### src/rtl/uart_fifo_core.sv
// uart_fifo_core: buffered UART with TX/RX FIFOs, runtime baud divisor and sticky error flags.
// Optional parity bit and parity_err flag are built only when UART_PARITY_EN is defined.
module uart_fifo_core #(
    parameter int unsigned CLK_FREQ  = 100_000_000,
    parameter int unsigned BAUD_RATE = 9_600,
    parameter int unsigned DATA_BITS = 8,
    parameter int unsigned STOP_BITS = 1,
    parameter int unsigned TX_DEPTH  = 16,
    parameter int unsigned RX_DEPTH  = 16
`ifdef UART_PARITY_EN
    ,
    parameter int unsigned PARITY_ODD = 0
`endif
) (
    input  logic                      clk,
    input  logic                      rst,
    input  logic                      write_en,
    input  logic [7:0]                write_data,
    input  logic                      read_en,
    output logic [31:0]               read_data,
    input  logic                      div_we,
    input  logic [15:0]               div_data,
    input  logic                      err_clr,
    output logic                      tx_full,
    output logic                      tx_busy,
    output logic                      rx_empty,
    output logic [$clog2(RX_DEPTH):0] rx_count,
`ifdef UART_PARITY_EN
    output logic [3:0]                err_flags,
`else
    output logic [2:0]                err_flags,
`endif
    input  logic                      uart_rx,
    output logic                      uart_tx
);
    localparam int unsigned TAW = $clog2(TX_DEPTH);
    localparam int unsigned RAW = $clog2(RX_DEPTH);
    localparam logic [15:0] RST_DIV = 16'((CLK_FREQ + BAUD_RATE / 2) / BAUD_RATE);
    localparam logic [TAW:0] TX_FULL_CNT = (TAW + 1)'(TX_DEPTH);
    localparam logic [RAW:0] RX_FULL_CNT = (RAW + 1)'(RX_DEPTH);
    localparam logic [3:0] LAST_BIT = 4'(DATA_BITS - 1);

`ifdef UART_PARITY_EN
    localparam logic PAR_ODD = (PARITY_ODD != 0);
    typedef enum logic [2:0] {IDLE, START, DATA, PARITY, STOP} state_t;
`else
    typedef enum logic [1:0] {IDLE, START, DATA, STOP} state_t;
`endif

    logic [15:0] div_reg;

    always_ff @(posedge clk or posedge rst) begin
        if (rst)         div_reg <= RST_DIV;
        else if (div_we) div_reg <= (div_data < 16'd2) ? 16'd2 : div_data;
    end

    // ---------------- TX FIFO + engine ----------------
    logic [DATA_BITS-1:0] tx_mem [TX_DEPTH];
    logic [TAW-1:0]       tx_wr_ptr, tx_rd_ptr;
    logic [TAW:0]         tx_count;
    logic [DATA_BITS-1:0] tx_head, tx_shift;
    state_t               tx_state;
    logic [16:0]          tx_cnt, tx_bit_lim, tx_stop_lim;
    logic [15:0]          tx_div;
    logic [3:0]           tx_bit;
    logic                 tx_frame_end, tx_pop, tx_push, tx_ovf_evt;
`ifdef UART_PARITY_EN
    logic                 tx_par;
`endif

    assign tx_head      = tx_mem[tx_rd_ptr];
    assign tx_bit_lim   = {1'b0, tx_div} - 17'd1;
    assign tx_stop_lim  = (STOP_BITS == 2) ? ({tx_div, 1'b0} - 17'd1) : tx_bit_lim;
    assign tx_frame_end = (tx_state == STOP) && (tx_cnt == tx_stop_lim);
    // Popping in the last stop cycle lets the next start bit follow with no idle gap.
    assign tx_pop       = (tx_count != '0) && ((tx_state == IDLE) || tx_frame_end);
    assign tx_push      = write_en && ((tx_count != TX_FULL_CNT) || tx_pop);
    assign tx_ovf_evt   = write_en && !tx_push;
    assign tx_full      = (tx_count == TX_FULL_CNT);
    assign tx_busy      = (tx_count != '0) || (tx_state != IDLE);

    always_ff @(posedge clk) begin
        if (tx_push) tx_mem[tx_wr_ptr] <= write_data[DATA_BITS-1:0];
    end

    always_ff @(posedge clk or posedge rst) begin
        if (rst) begin
            tx_wr_ptr <= '0;
            tx_rd_ptr <= '0;
            tx_count  <= '0;
        end else begin
            if (tx_push) tx_wr_ptr <= tx_wr_ptr + 1'b1;
            if (tx_pop)  tx_rd_ptr <= tx_rd_ptr + 1'b1;
            if (tx_push && !tx_pop)      tx_count <= tx_count + 1'b1;
            else if (tx_pop && !tx_push) tx_count <= tx_count - 1'b1;
        end
    end

    always_ff @(posedge clk or posedge rst) begin
        if (rst) begin
            tx_state <= IDLE;
            uart_tx  <= 1'b1;
            tx_cnt   <= '0;
            tx_div   <= RST_DIV;
            tx_bit   <= '0;
            tx_shift <= '0;
`ifdef UART_PARITY_EN
            tx_par   <= 1'b0;
`endif
        end else begin
            if (tx_state != IDLE) tx_cnt <= tx_cnt + 17'd1;
            if (tx_pop) begin
                tx_state <= START;
                uart_tx  <= 1'b0;
                tx_cnt   <= '0;
                tx_div   <= div_reg;
                tx_shift <= tx_head;
`ifdef UART_PARITY_EN
                tx_par   <= (^tx_head) ^ PAR_ODD;
`endif
            end else begin
                case (tx_state)
                    IDLE: ;
                    START: if (tx_cnt == tx_bit_lim) begin
                        tx_state <= DATA;
                        uart_tx  <= tx_shift[0];
                        tx_cnt   <= '0;
                        tx_bit   <= '0;
                    end
                    DATA: if (tx_cnt == tx_bit_lim) begin
                        tx_cnt <= '0;
                        if (tx_bit == LAST_BIT) begin
`ifdef UART_PARITY_EN
                            tx_state <= PARITY;
                            uart_tx  <= tx_par;
`else
                            tx_state <= STOP;
                            uart_tx  <= 1'b1;
`endif
                        end else begin
                            tx_bit   <= tx_bit + 4'd1;
                            tx_shift <= tx_shift >> 1;
                            uart_tx  <= tx_shift[1];
                        end
                    end
`ifdef UART_PARITY_EN
                    PARITY: if (tx_cnt == tx_bit_lim) begin
                        tx_state <= STOP;
                        uart_tx  <= 1'b1;
                        tx_cnt   <= '0;
                    end
`endif
                    STOP: if (tx_frame_end) tx_state <= IDLE;
                    default: tx_state <= IDLE;
                endcase
            end
        end
    end

    // ---------------- RX synchroniser, engine + FIFO ----------------
    // rx_s1/rx_s2 form the synchroniser; rx_s3 only holds history for edge detection.
    logic rx_s1, rx_s2, rx_s3;

    always_ff @(posedge clk or posedge rst) begin
        if (rst) begin
            rx_s1 <= 1'b1;
            rx_s2 <= 1'b1;
            rx_s3 <= 1'b1;
        end else begin
            rx_s1 <= uart_rx;
            rx_s2 <= rx_s1;
            rx_s3 <= rx_s2;
        end
    end

    logic [DATA_BITS-1:0] rx_mem [RX_DEPTH];
    logic [RAW-1:0]       rx_wr_ptr, rx_rd_ptr;
    logic [DATA_BITS-1:0] rx_shift;
    state_t               rx_state;
    logic [16:0]          rx_cnt, rx_bit_lim, rx_half_lim;
    logic [15:0]          rx_div;
    logic [3:0]           rx_bit;
    logic                 rx_stop_sample, rx_frame_evt, rx_good, rx_pop, rx_push, rx_ovr_evt;

    assign rx_bit_lim     = {1'b0, rx_div} - 17'd1;
    assign rx_half_lim    = {2'b0, rx_div[15:1]} - 17'd1;
    assign rx_stop_sample = (rx_state == STOP) && (rx_cnt == rx_bit_lim);
    assign rx_frame_evt   = rx_stop_sample && !rx_s2;
`ifdef UART_PARITY_EN
    logic rx_par_bit, rx_par_evt;
    assign rx_par_evt = rx_stop_sample && rx_s2 && (((^rx_shift) ^ rx_par_bit) != PAR_ODD);
    assign rx_good    = rx_stop_sample && rx_s2 && !rx_par_evt;
`else
    assign rx_good    = rx_stop_sample && rx_s2;
`endif
    assign rx_pop     = read_en && (rx_count != '0);
    assign rx_push    = rx_good && ((rx_count != RX_FULL_CNT) || rx_pop);
    assign rx_ovr_evt = rx_good && !rx_push;
    assign rx_empty   = (rx_count == '0);

    always_ff @(posedge clk or posedge rst) begin
        if (rst) begin
            rx_state <= IDLE;
            rx_cnt   <= '0;
            rx_div   <= RST_DIV;
            rx_bit   <= '0;
            rx_shift <= '0;
`ifdef UART_PARITY_EN
            rx_par_bit <= 1'b0;
`endif
        end else begin
            if (rx_state != IDLE) rx_cnt <= rx_cnt + 17'd1;
            case (rx_state)
                IDLE: if (rx_s3 && !rx_s2) begin
                    rx_state <= START;
                    rx_cnt   <= '0;
                    rx_div   <= div_reg;
                end
                START: if (rx_cnt == rx_half_lim) begin
                    rx_cnt   <= '0;
                    rx_bit   <= '0;
                    rx_state <= rx_s2 ? IDLE : DATA;
                end
                DATA: if (rx_cnt == rx_bit_lim) begin
                    rx_cnt   <= '0;
                    rx_shift <= {rx_s2, rx_shift[DATA_BITS-1:1]};
                    rx_bit   <= rx_bit + 4'd1;
`ifdef UART_PARITY_EN
                    if (rx_bit == LAST_BIT) rx_state <= PARITY;
`else
                    if (rx_bit == LAST_BIT) rx_state <= STOP;
`endif
                end
`ifdef UART_PARITY_EN
                PARITY: if (rx_cnt == rx_bit_lim) begin
                    rx_cnt     <= '0;
                    rx_par_bit <= rx_s2;
                    rx_state   <= STOP;
                end
`endif
                STOP: if (rx_stop_sample) rx_state <= IDLE;
                default: rx_state <= IDLE;
            endcase
        end
    end

    always_ff @(posedge clk) begin
        if (rx_push) rx_mem[rx_wr_ptr] <= rx_shift;
    end

    always_ff @(posedge clk or posedge rst) begin
        if (rst) begin
            rx_wr_ptr <= '0;
            rx_rd_ptr <= '0;
            rx_count  <= '0;
            read_data <= '1;
        end else begin
            if (rx_push) rx_wr_ptr <= rx_wr_ptr + 1'b1;
            if (rx_pop)  rx_rd_ptr <= rx_rd_ptr + 1'b1;
            if (rx_push && !rx_pop)      rx_count <= rx_count + 1'b1;
            else if (rx_pop && !rx_push) rx_count <= rx_count - 1'b1;
            if (read_en)
                read_data <= rx_pop ? {{(32 - DATA_BITS){1'b0}}, rx_mem[rx_rd_ptr]} : '1;
        end
    end

    // A new event in the err_clr cycle wins over the clear.
    always_ff @(posedge clk or posedge rst) begin
        if (rst) err_flags <= '0;
`ifdef UART_PARITY_EN
        else err_flags <= (err_clr ? 4'b0 : err_flags) | {rx_par_evt, rx_frame_evt, rx_ovr_evt, tx_ovf_evt};
`else
        else err_flags <= (err_clr ? 3'b0 : err_flags) | {rx_frame_evt, rx_ovr_evt, tx_ovf_evt};
`endif
    end

endmodule

### config.mk
export PLATFORM = sky130hd
export DESIGN_NAME = uart_fifo_core
export DESIGN_NICKNAME = d
export VERILOG_FILES = /design/src/rtl/uart_fifo_core.sv
export SDC_FILE = /design/constraint.sdc
export NUM_CORES = 1
export LEC_CHECK = 0
export ABC_AREA = 1
export BUFFER_PORTS_ARGS = -buffer_cell sky130_fd_sc_hd__buf_2
export CORE_UTILIZATION = 50
export DETAILED_ROUTE_END_ITERATION = 8
export PLACE_DENSITY_LB_ADDON = 0.1
export SETUP_SLACK_MARGIN = 0.4
export SKIP_CTS_REPAIR_TIMING = 1
export SLEW_MARGIN = 15
export SYNTH_ARGS = -nofsm -noshare
export SYNTH_HDL_FRONTEND = slang
export SYNTH_SLANG_ARGS = --single-unit
### constraint.sdc
create_clock -name clk -period 7.2 [get_ports clk]
set_input_delay 1.8 -clock clk [delete_from_list [all_inputs] [get_ports clk]]
set_output_delay 1.8 -clock clk [all_outputs]
set_load 0.02 [all_outputs]
==> run metrics <==
WP data arrival 4.59 ns; Sum Neg Setup Slack 0 ns; Critical-path top delay cell dfstp_2; fin nets 2214; grt total ovfl 0; mapped cell area 0.0203 mm²; All-Layer GR Usage 0.233; most used cell, CP nand2_1; Rel. slew slack 0.263; final-report setup violation count 0; critical path endpoint category register; crit-path cells inv_1, ha_1, nand3_4, inv_1, nand2_1, nand2_1, nor2_1, nand3_1, nor2_1, nand2_1, nor2_2, nand3_2, nand3_1, nand2_1, inv_1, ha_1, inv_1, fa_1, a21o_1, a21oi_1, nand2_1, nand2_1, nor2_1, xor2_1; root buf cell clkbuf_16; Seq cells post-synth 408; # port buffers 74; family with the most delay on the worst path simple AND/OR/NAND/NOR gates; vias per inst 5.35; RSZ-0062 raised after global routing no; CORE AREA 0.0398 mm²; 1st-pass router iterations 5; biggest regs rx_mem: 128 flops, tx_mem: 128 flops; first-pass GRT wire length 74800 µm; register area share after synthesis 0.569; critical path type reg -> reg; Worst-Skew Late Latency 0.57 ns; vias in the first global route 13700; synth warn 0; Leak 9.16 nW; I/O pin cnt 75; Area Overhead vs Synth 9.70%; post-synthesis async set-or-reset flop share 0.373; largest net degree at the start of global routing 95; dpl hpwl 31400 µm; share of layout cells above drive strength 1 0.119; Die W 203 µm; CTS Sinks 408; CTS buffer count 44; CTS max path bufs 3; share of the cycle needed by the critical path after routing 0.576; initial antenna violation count 0; CTS clk-pin slew, worst paths 0.06 ns; Die Ht 203 µm; Data required, critical path 7.65 ns; H-tree lvl count 2; CTS tree built; area of the die 0.0413 mm²; antenna diode count 0; starting density of the core 0.509; Site Rows 73; Post-synth top flop edfxtp_1; Final Critical Period 4.15 ns; ANT nets after route 0; min-delay worst type reg -> reg; crit path buf inv count 4; Power Dens Cells 389 mW/mm²; routed len/inst 17.3 µm; type of origin of the critical path register; Max Cap Viol 0; # DRC 0; via count 14500; Tot Pwr 8.64 mW; GPL Wtd Cong 0.944; utilization after layout 0.558; Worst Path Max Fanout 21; EDFF count, synth 256; Final Skew 0.0131 ns; Final Hold Vio Count 0; status finished, final reports clean; Peak VDD IR 0.193 mV; initial DRC count 947; Fmax achieved 241 MHz; Least-Margin Pin Slew 1.10 ns; CP max stage delay 0.54 ns; Syn Nets 2189; cell count after synthesis 2126; Netlist cell types 55; max-slew violations 0; Avg Synthesized Cell Area 9.53 µm²; total wire length 47000 µm
## synthesized netlist by cell type (5+ instances only)
master | instances | area (µm²)
a21oi_1 | 30 | 150
a311oi_1 | 10 | 87.6
buf_1 | 6 | 22.5
buf_2 | 13 | 65.1
buf_4 | 25 | 188
buf_6 | 7 | 78.8
clkbuf_1 | 55 | 206
dfrtp_1 | 121 | 3030
dfstp_2 | 31 | 815
edfxtp_1 | 256 | 7690
ha_1 | 30 | 375
inv_1 | 198 | 743
inv_2 | 8 | 30.0
mux2i_1 | 20 | 200
nand2_1 | 479 | 1800
nand2_2 | 8 | 50.1
nand2_4 | 5 | 56.3
nand3_1 | 115 | 576
nand3b_1 | 13 | 97.6
nand4_1 | 26 | 163
nor2_1 | 240 | 901
nor2_2 | 14 | 87.6
nor2_4 | 14 | 158
nor3_1 | 34 | 170
nor4_1 | 8 | 50.1
o211ai_1 | 13 | 97.6
o21ai_0 | 157 | 786
o21ai_1 | 21 | 105
o21ai_2 | 6 | 52.6
o221ai_1 | 24 | 210
o22ai_1 | 13 | 81.3
o32ai_1 | 12 | 105
or2_2 | 5 | 31.3
xnor2_1 | 23 | 201
xor2_1 | 53 | 464
## per-stage QoR
step	instances	cell area, µm²	hold slack (ns)	setup WS, ns
finish	2712	22200	0.356	3.05
global route	2712	22200	0.363	2.75
CTS	2712	22200	0.357	3.09
detailed placement	2630	20900	0.351	3.00
global placement	2630	20900	0.348	3.14
floorplan	2126	20300	0.345	1.36
## metal layers
layer / vias to the layer above / share of wire / GRT usage
li1: 7165 / - / -
met1: 6952 / 0.47 / 0.332
met2: 336 / 0.46 / 0.369
met3: 66 / 0.047 / 0.0320
met4: 0 / 0.023 / 0.0693
met5: - / 0 / 0
## cells in the final DEF, fill, tap and decap left out, types with 10 or more instances in the layout
| cell | n |
|---|---|
| dfstp_2 | 31 |
| nor2_2 | 14 |
| buf_2 | 74 |
| nand3_1 | 115 |
| clkbuf_16 | 45 |
| dfrtp_1 | 119 |
| ha_1 | 30 |
| nor3_1 | 27 |
| clkbuf_1 | 13 |
| o22ai_1 | 13 |
| nand2_1 | 479 |
| nand3b_1 | 13 |
| nand4_1 | 26 |
| o211ai_1 | 13 |
| a311oi_1 | 10 |
| o32ai_1 | 12 |
| o21ai_0 | 157 |
| mux2i_1 | 20 |
| edfxtp_1 | 256 |
| nor2_1 | 240 |
| xnor2_1 | 23 |
| inv_1 | 196 |
| nor2_4 | 14 |
| o221ai_1 | 24 |
| buf_4 | 12 |
| a21oi_1 | 30 |
| o21ai_1 | 21 |
| xor2_1 | 53 |
## logic make-up after synthesis
family / Yosys count / share of synthesized area
compound gates: 298 / 0.0871
flops: 408 / 0.569
simple gates: 977 / 0.213
mux: 20 / 0.00988
xor+xnor: 77 / 0.0340
buf+inv: 314 / 0.0663
fa+ha+maj: 32 / 0.0205
## where the power goes
part | leakage [nW] | switching (mW) | internal [mW] | total, mW
clock | 0.672 | 0.921 | 1.24 | 2.16
sequential | 4.21 | 0.401 | 2.84 | 3.25
combinational | 4.28 | 2.17 | 1.06 | 3.23
## final cells by class
class / count / area (µm²)
fill: 3520 / 17600
timing repair buffer: 86 / 460
clock buffer: 63 / 1240
clock inverter: 19 / 126
tap: 525 / 657
multi-input combinational: 1404 / 7420
sequential: 408 / 11500
inverter: 207 / 782
## worst paths after layout
| kind | startpoint | end | slack (ns) | cells past startpoint |
|---|---|---|---|---|
| setup / recovery | tx_div[0] | tx_count[4] | 3.05 | 24 |
| hold / removal | rx_s1 | rx_s2 | 0.36 | 0 |
| setup reg to reg | tx_div[0] | tx_count[4] | 3.05 | 24 |
| hold reg to reg | rx_s1 | rx_s2 | 0.36 | 0 |
| max in group asynchronous | rst | rx_rd_ptr[0] | 4.42 | 3 |
| min in group asynchronous | rst | rx_cnt[0] | 1.41 | 2 |
Note: power is estimated with default switching activity, not from simulation.
